**src/rtl/fnn_layer_ctrl.sv**
```systemverilog
// fnn_layer_ctrl: sequencer for one fully connected layer.
// One input sample of NUM_WEIGHT words comes in on a valid/ready stream, and every
// word is broadcast to all neurons. The block then collects each neuron's result on
// its outvalid pulse and streams the NUM_NEURON results out in bank order.
//
// Optional feature: define FNN_LAYER_CTRL_ARGMAX_EN to add argmax_idx/argmax_valid.
// These report the index of the largest signed result in each drained sample.
//
// Ports:
//   clk, rst                 clock; synchronous active-high reset
//   in_data/in_valid/in_ready   input word stream from the previous layer
//   nrn_data/nrn_valid          one-cycle broadcast of each accepted word to the neurons
//   nrn_out/nrn_outvalid        neuron results; neuron i sits at [i*DATA_WIDTH+:DATA_WIDTH]
//   out_data/out_valid/out_ready/out_last   result stream to the next layer
//   busy                     high whenever the sequencer is not idle
//   err                      sticky flag: some neuron failed to report before TIMEOUT
//   argmax_idx/argmax_valid  (ARGMAX_EN only) winner index and a one-cycle pulse

// One result slot: latches the first outvalid of its neuron, ignores any repeats.
module fnn_cap_slot #(
    parameter int DATA_WIDTH = 16
) (
    input  logic                  clk,
    input  logic                  rst,
    input  logic                  clr,
    input  logic                  cap,
    input  logic [DATA_WIDTH-1:0] din,
    output logic                  hit,
    output logic [DATA_WIDTH-1:0] q
);
    always_ff @(posedge clk) begin
        if (rst || clr) begin
            hit <= 1'b0;
            q   <= '0;
        end else if (cap && !hit) begin
            hit <= 1'b1;
            q   <= din;
        end
    end
endmodule

module fnn_layer_ctrl #(
    parameter int NUM_WEIGHT = 30,
    parameter int NUM_NEURON = 30,
    parameter int DATA_WIDTH = 16,
    parameter int TIMEOUT    = 64
) (
    input  logic                             clk,
    input  logic                             rst,
    input  logic [DATA_WIDTH-1:0]            in_data,
    input  logic                             in_valid,
    output logic                             in_ready,
    output logic [DATA_WIDTH-1:0]            nrn_data,
    output logic                             nrn_valid,
    input  logic [NUM_NEURON*DATA_WIDTH-1:0] nrn_out,
    input  logic [NUM_NEURON-1:0]            nrn_outvalid,
    output logic [DATA_WIDTH-1:0]            out_data,
    output logic                             out_valid,
    input  logic                             out_ready,
    output logic                             out_last,
    output logic                             busy,
`ifdef FNN_LAYER_CTRL_ARGMAX_EN
    output logic [$clog2(NUM_NEURON)-1:0]    argmax_idx,
    output logic                             argmax_valid,
`endif
    output logic                             err
);
    localparam int CW = $clog2(NUM_WEIGHT + 1);
    localparam int OW = $clog2(NUM_NEURON + 1);
    localparam int WW = $clog2(TIMEOUT + 1);

    typedef enum logic [1:0] {IDLE, FEED, WAIT, DRAIN} state_t;
    state_t state, state_nxt;

    logic [CW-1:0] in_cnt;
    logic [OW-1:0] out_idx;
    logic [WW-1:0] wait_cnt;
    logic [NUM_NEURON-1:0]                 cap_mask;
    logic [NUM_NEURON-1:0][DATA_WIDTH-1:0] bank;

    logic in_xfer, out_xfer, last_word, all_cap, timeout, drain_done;

    assign in_xfer    = in_valid & in_ready;
    assign out_xfer   = out_valid & out_ready;
    // In IDLE in_cnt is 0, so NUM_WEIGHT==1 also makes the first word the last one.
    assign last_word  = (in_cnt == CW'(NUM_WEIGHT - 1));
    // Count this cycle's pulses too, so completion is seen in the capture cycle.
    assign all_cap    = &(cap_mask | nrn_outvalid);
    assign timeout    = (wait_cnt == WW'(TIMEOUT - 1));
    assign drain_done = out_xfer & out_last;

    assign busy      = (state != IDLE);
    assign out_valid = (state == DRAIN);
    assign out_last  = (state == DRAIN) && (out_idx == OW'(NUM_NEURON - 1));

    genvar g;
    generate
        for (g = 0; g < NUM_NEURON; g++) begin : g_slot
            fnn_cap_slot #(.DATA_WIDTH(DATA_WIDTH)) u_slot (
                .clk (clk),
                .rst (rst),
                .clr (drain_done),
                .cap ((state == WAIT) && nrn_outvalid[g]),
                .din (nrn_out[g*DATA_WIDTH +: DATA_WIDTH]),
                .hit (cap_mask[g]),
                .q   (bank[g])
            );
        end
    endgenerate

    // Index mux written as a compare loop so out_idx need not match the bank range.
    always_comb begin
        out_data = '0;
        for (int i = 0; i < NUM_NEURON; i++)
            if (out_idx == OW'(i)) out_data = bank[i];
    end

    always_ff @(posedge clk) begin
        if (rst) state <= IDLE;
        else     state <= state_nxt;
    end

    always_comb begin
        state_nxt = state;
        case (state)
            IDLE, FEED: if (in_xfer) state_nxt = last_word ? WAIT : FEED;
            WAIT:       if (all_cap || timeout) state_nxt = DRAIN;
            DRAIN:      if (drain_done) state_nxt = IDLE;
            default:    state_nxt = IDLE;
        endcase
    end

    always_ff @(posedge clk) begin
        if (rst) begin
            in_ready  <= 1'b0;
            nrn_valid <= 1'b0;
            nrn_data  <= '0;
            in_cnt    <= '0;
            wait_cnt  <= '0;
            out_idx   <= '0;
            err       <= 1'b0;
        end else begin
            // Registered ready: it drops the cycle after the last word is taken.
            in_ready  <= (state_nxt == IDLE) || (state_nxt == FEED);
            nrn_valid <= in_xfer;
            if (in_xfer) begin
                nrn_data <= in_data;
                in_cnt   <= last_word ? '0 : in_cnt + CW'(1);
            end
            wait_cnt <= (state == WAIT) ? wait_cnt + WW'(1) : '0;
            if (state == WAIT && !all_cap && timeout) err <= 1'b1;
            if (drain_done)    out_idx <= '0;
            else if (out_xfer) out_idx <= out_idx + OW'(1);
        end
    end

`ifdef FNN_LAYER_CTRL_ARGMAX_EN
    localparam int AW = $clog2(NUM_NEURON);
    logic [DATA_WIDTH-1:0] run_max;
    logic [AW-1:0]         run_idx;
    logic                  take;

    // Strict greater-than keeps the lower index on ties.
    assign take = (out_idx == '0) || ($signed(out_data) > $signed(run_max));

    always_ff @(posedge clk) begin
        if (rst) begin
            run_max      <= '0;
            run_idx      <= '0;
            argmax_idx   <= '0;
            argmax_valid <= 1'b0;
        end else begin
            argmax_valid <= drain_done;
            if (out_xfer && take) begin
                run_max <= out_data;
                run_idx <= AW'(out_idx);
            end
            if (drain_done) argmax_idx <= take ? AW'(out_idx) : run_idx;
        end
    end
`endif
endmodule

```
**config.mk**
```make
export PLATFORM = sky130hd
export DESIGN_NAME = fnn_layer_ctrl
export DESIGN_NICKNAME = d
export VERILOG_FILES = /design/src/rtl/fnn_layer_ctrl.sv
export SDC_FILE = /design/constraint.sdc
export NUM_CORES = 1
export LEC_CHECK = 0
export CAP_MARGIN = 20
export CELL_PAD_IN_SITES_DETAIL_PLACEMENT = 1
export CELL_PAD_IN_SITES_GLOBAL_PLACEMENT = 2
export CORE_MARGIN = 2
export CORE_UTILIZATION = 30
export CTS_BUF_LIST = sky130_fd_sc_hd__clkbuf_4 sky130_fd_sc_hd__clkbuf_8 sky130_fd_sc_hd__clkbuf_16
export DETAILED_ROUTE_END_ITERATION = 7
export PLACE_DENSITY_LB_ADDON = 0.1
export SETUP_SLACK_MARGIN = 0.1
export SYNTH_ARGS = -nofsm -noshare
export SYNTH_HDL_FRONTEND = slang
export SYNTH_SLANG_ARGS = --single-unit
```
**constraint.sdc**
```tcl
create_clock -name clk -period 7 [get_ports clk]
set_clock_uncertainty 0.1 [all_clocks]
set_input_delay 1.4 -clock clk [delete_from_list [all_inputs] [get_ports clk]]
set_output_delay 1.4 -clock clk [all_outputs]
set_load 0.01 [all_outputs]
```
# == Word level (Yosys, flattened, before mapping) ==
# Cells that the tools add are included.
# totals
inputBits,530
regBits,548
out_inout_bits,38
wordCells,252
# classes
n_reduce_logical,105
bitwise,5
addsub,3
muxes,36
n_eq_ne,35
# op_table
operator,n
$mux W16,30
$eq A5 B5 Y1 const B,15
$logic_and A1 B1 Y1,63
$eq A5 B4 Y1 const B,8
$logic_not A1 Y1,31
$or A30 B30 Y30,1
$reduce_and A30 Y1,1
$eq A5 B3 Y1 const B,4
$add A5 B1 Y5 const B,2
$eq A5 B2 Y1 const B,2
$mux W2,4
$add A7 B1 Y7 const B,1
$eq A7 B6 Y1 const B,1
$pmux W2 S3,1
$reduce_or A2 Y1,3
$eq A5 B1 Y1 const B,1
$logic_not A5 Y1,1
$mux W5,1
$eq A2 B1 Y1 const B,2
$eq A2 B2 Y1 const B,2
$logic_not A2 Y1,2
$and A1 B1 Y1,3
$logic_or A1 B1 Y1,3
$reduce_bool A2 Y1,1
$not A1 Y1,1

# == Depth between registers and ports, before layout ==
# depth
ltp_word,31
depth_mapped,13

# == By module ==
# A second synthesis with hierarchy kept.
# unflattened
hier_cells,3456
hier_area_um2,28682.5
# modules_own_cells
mod,area_each_um2,cells_per_inst,instances,seq_area_each_um2
fnn_cap_slot,699.4,76,30,340.3
fnn_layer_ctrl,7699.9,1176,1,760.7

# == Least setup slack after synthesis ==
# No wires, ideal clock.
# synth_timing
path_kind,register -> output
startpoint,register out_idx[0]
endpoint,output port out_data[7]
n_path_buf,3
arrival_ps,2747
path_stages_with_launch,13
setup_slack_ps,2753
cell_sequence,dfxtp_1 ha_1 buf_2 buf_2 clkbuf_1 and3_1 ha_1 inv_1 nor2_2 a2111oi_2 o21ai_1 o31ai_1 a221o_1
# synth_between
elab_chain_cells,31
word_cells_on_any_way,60
classes_between,29 x eq/ne; 30 x mux; 1 x reduce/logical
# synth_rtl
element,line_no,source
from (decl),76,logic [OW-1:0] out_idx;
from (signal assigned),153,else if (out_xfer) out_idx <= out_idx + OW'(1);
$logic_not A5 Y1,115,if (out_idx == OW'(i)) out_data = bank[i];
$mux W16 (29 in series),115,
$mux W16 (*),115,
to (decl),57,"output logic [DATA_WIDTH-1:0] out_data,"
# Mark *: on every way between the ends. The rest lies on a longest branch, timed or not.

# == Final worst setup path ==
# layout_timing
startpoint,register out_idx[0]
endpoint,output port out_data[8]
# Same word-level chain as after synthesis.

==> flow_summary.ini <==
[outcome]
status = finished, final reports clean

[worst_setup_path]
worst_r2r_path_depth = 8
cp.arrival_ps = 5240
crit_path_max_fanout = 16
crit_required_ps = 5500
worst-setup-path-type = register to output port
slowest_stage = a2111oi_1
crit_cells = 11
crit_chain = inv_1, ha_1, buf_4, nor3b_1, and2_1, a221oi_1, a2111oi_1, o32a_1, nand3_1, a21oi_1, clkdlybuf4s50_1
max_stage_delay_ps = 830
end_kind = output port
cp_num_buf_inv = 3
cp_top_family = compound AO/OA/AOI/OAI gates
startpoint_type = register

[synth]
synth_cells = 3291
postSynth.asyncResetShare_pct = 0
seq_area_frac_synth_pct = 45.15
ys.flop_type = dfxtp_1
synth_edf_count = 0
avgSynthCellArea_um2 = 7.383
synth_cell_type_count = 85
ys_ff_latch = 548
synthesis.area_um2 = 24300
synthesis.nets = 3829
yosys_warnings = 0

[timing]
rsz0062_at_grt = yes
period_minus_slack_ps = 6739
final_hold_viol_count = 0
setup_violations = 0
slew_headroom_pct = 26.96
hold_ws_ps = 357.5
max_freq_ghz = 0.1484
worstMarginPinSlew_ps = 1092
drv_slew = 0
post-route-period-util_pct = 96.27
tns_ps = 0

[grt]
grt_use_total_pct = 30.20
grt_max_degree = 106
antenna_found_initial = 3
overflow = 0
grt_pass1_vias = 26740
grt_first_pass_wirelength_um = 183700

[clock_tree]
insertion_delay_ps = 620
clock_sinks = 548
numCtsBuffers = 59
postCtsSetupBuffers = 0
path_clk_slew_ps = 60
cts_tree = yes
ctsRootBufferMaster = clkbuf_16
cts_buffer_depth = 3
h-tree-depth = 2

[drt]
drt_wl_total_um = 130400
dr.pass1.iters = 5
ant_nets = 0
wire_per_inst_um = 26.97
avgViaCountPerCell = 5.419
vias = 26200
drc = 0
drt-initial-drc-count = 1872

[floorplanning]
coreArea_um2 = 80420
die_h_um = 288.6
ios = 568
die_w_um = 288.6
dieArea_um2 = 83290
row_count = 104
start_util_pct = 30.22

[finish]
layout_commonest_cell = nand2_1
nets = 4262
layout-drive-gt1-share_pct = 6.283
syn_to_final_growth_pct = 34.76
post-route-util_pct = 40.72
layout_common_cells = nand2_1, a21oi_1, clkdlybuf4s50_1, dfxtp_1, nor2_1
final_area_um2 = 32740

[placed_design]
dpl_cell_area_um2 = 30610
hpwl_um = 105200
gp_congestion = 0.9456
port_buffers = 567

[min_path]
hold_path_class = register to register
whs_path_depth = 2

[pwr]
powerDensity_nw_per_um2 = 211.0
ir_worst_vdd_mv = 0.1493
p_leak_nw = 10.96

[run]
max_cap_viol_count = 0
-- worst min-delay path, stage by stage, from the launching register on --
cell and delay (ps):
dfxtp_1 310, nand2_1 50, a21oi_1 50
-- cells in the mapped netlist, drive strengths merged, types with 12 or more instances --
master	instances	share of area, %
and3	18	0.46
nor3b	15	0.50
nor4	13	0.33
nand3	27	0.56
clkbuf	144	2.2
o22ai	83	2.1
o21ai	64	1.3
a22oi	29	0.90
nor2	175	2.8
nand2	1087	17
a211oi	12	0.39
nand2b	18	0.46
nor2b	21	0.54
buf	103	2.3
dfxtp	548	45
inv	23	0.36
nor3	41	0.96
a221oi	26	0.94
a21oi	604	12
or2	38	0.98
a2111oi	16	0.63
o221ai	19	0.68
-- per-layer routing --
layer	track usage [%]	part of all wire, %
met1	41.30	45
met2	51.24	48
met3	3.254	5.0
met4	6.572	2.2
met5	0	0.023
-- through the flow --
| step | instances | setup WS [ps] | total power, mW |
|---|---|---|---|
| 3_3_place_gp | 4714 | 781.3 | 3.633 |
| 5_1_grt | 4832 | 75.18 | 7.105 |
| 2_1_floorplan | 3291 | 2753 | 3.261 |
| 6_report | 4834 | 261.0 | 6.910 |
| 3_5_place_dp | 4717 | 710.9 | 3.633 |
| 4_1_cts | 4826 | 227.9 | 6.956 |
-- worst paths after layout --
path	from	to	slack, ps
setup / recovery	out_idx[0]	out_data[8]	260
hold / removal	g_slot[18].u_slot.q[14]	g_slot[18].u_slot.q[14]	360
setup reg to reg	out_idx[3]	g_slot[25].u_slot.q[13]	2740
hold reg to reg	g_slot[18].u_slot.q[14]	g_slot[18].u_slot.q[14]	360
-- registers in the layout, indices dropped and copies added (netlist names) --
signal,flops
out_idx,5
nrn_valid,1
nrn_data,16
wait_cnt,7
g_slot.u_slot.q,480
state,2
in_cnt,5
err,1
in_ready,1
g_slot.u_slot.hit,30
-- layout make-up --
cell class	count	area, um2
Antenna cell	2	5.005
Clock buffer	89	1824
Clock inverter	20	256.5
Fill cell	9743	47670
Inverter	23	86.33
Multi-Input combinational cell	2473	12180
Sequential cell	548	10970
Tap cell	1060	1326
Timing Repair Buffer	619	6098
-- power breakdown --
group | switching, mW | internal, mW | total (mW)
clock network | 1.33 | 2.01 | 3.35
registers | 0.00394 | 3.12 | 3.13
logic | 0.154 | 0.282 | 0.436
total | 1.49 | 5.42 | 6.91
-- kinds of logic (layout without fill, tap and decap cells) --
logic type               Yosys count  in the layout  synth area share, %
AO/OA/AOI/OAI                    946            946                22.79
XOR/XNOR                          10             10               0.3605
adder cells (fa/ha/maj)            8              8               0.4120
buffers and inverters            270            751                4.912
flip-flops                       548            548                45.15
multiplexers                       5              5               0.2060
other                              0              2                    0
AND/OR/NAND/NOR                 1504           1504                26.17
-- what timing repair did --
action | 4_1_cts | 5_1_grt
setup endpoints to repair | 2 | 2
hold buffers | 0 | 0
gates resized for setup | 1 | 2
Power figures use the tool's default switching activity.
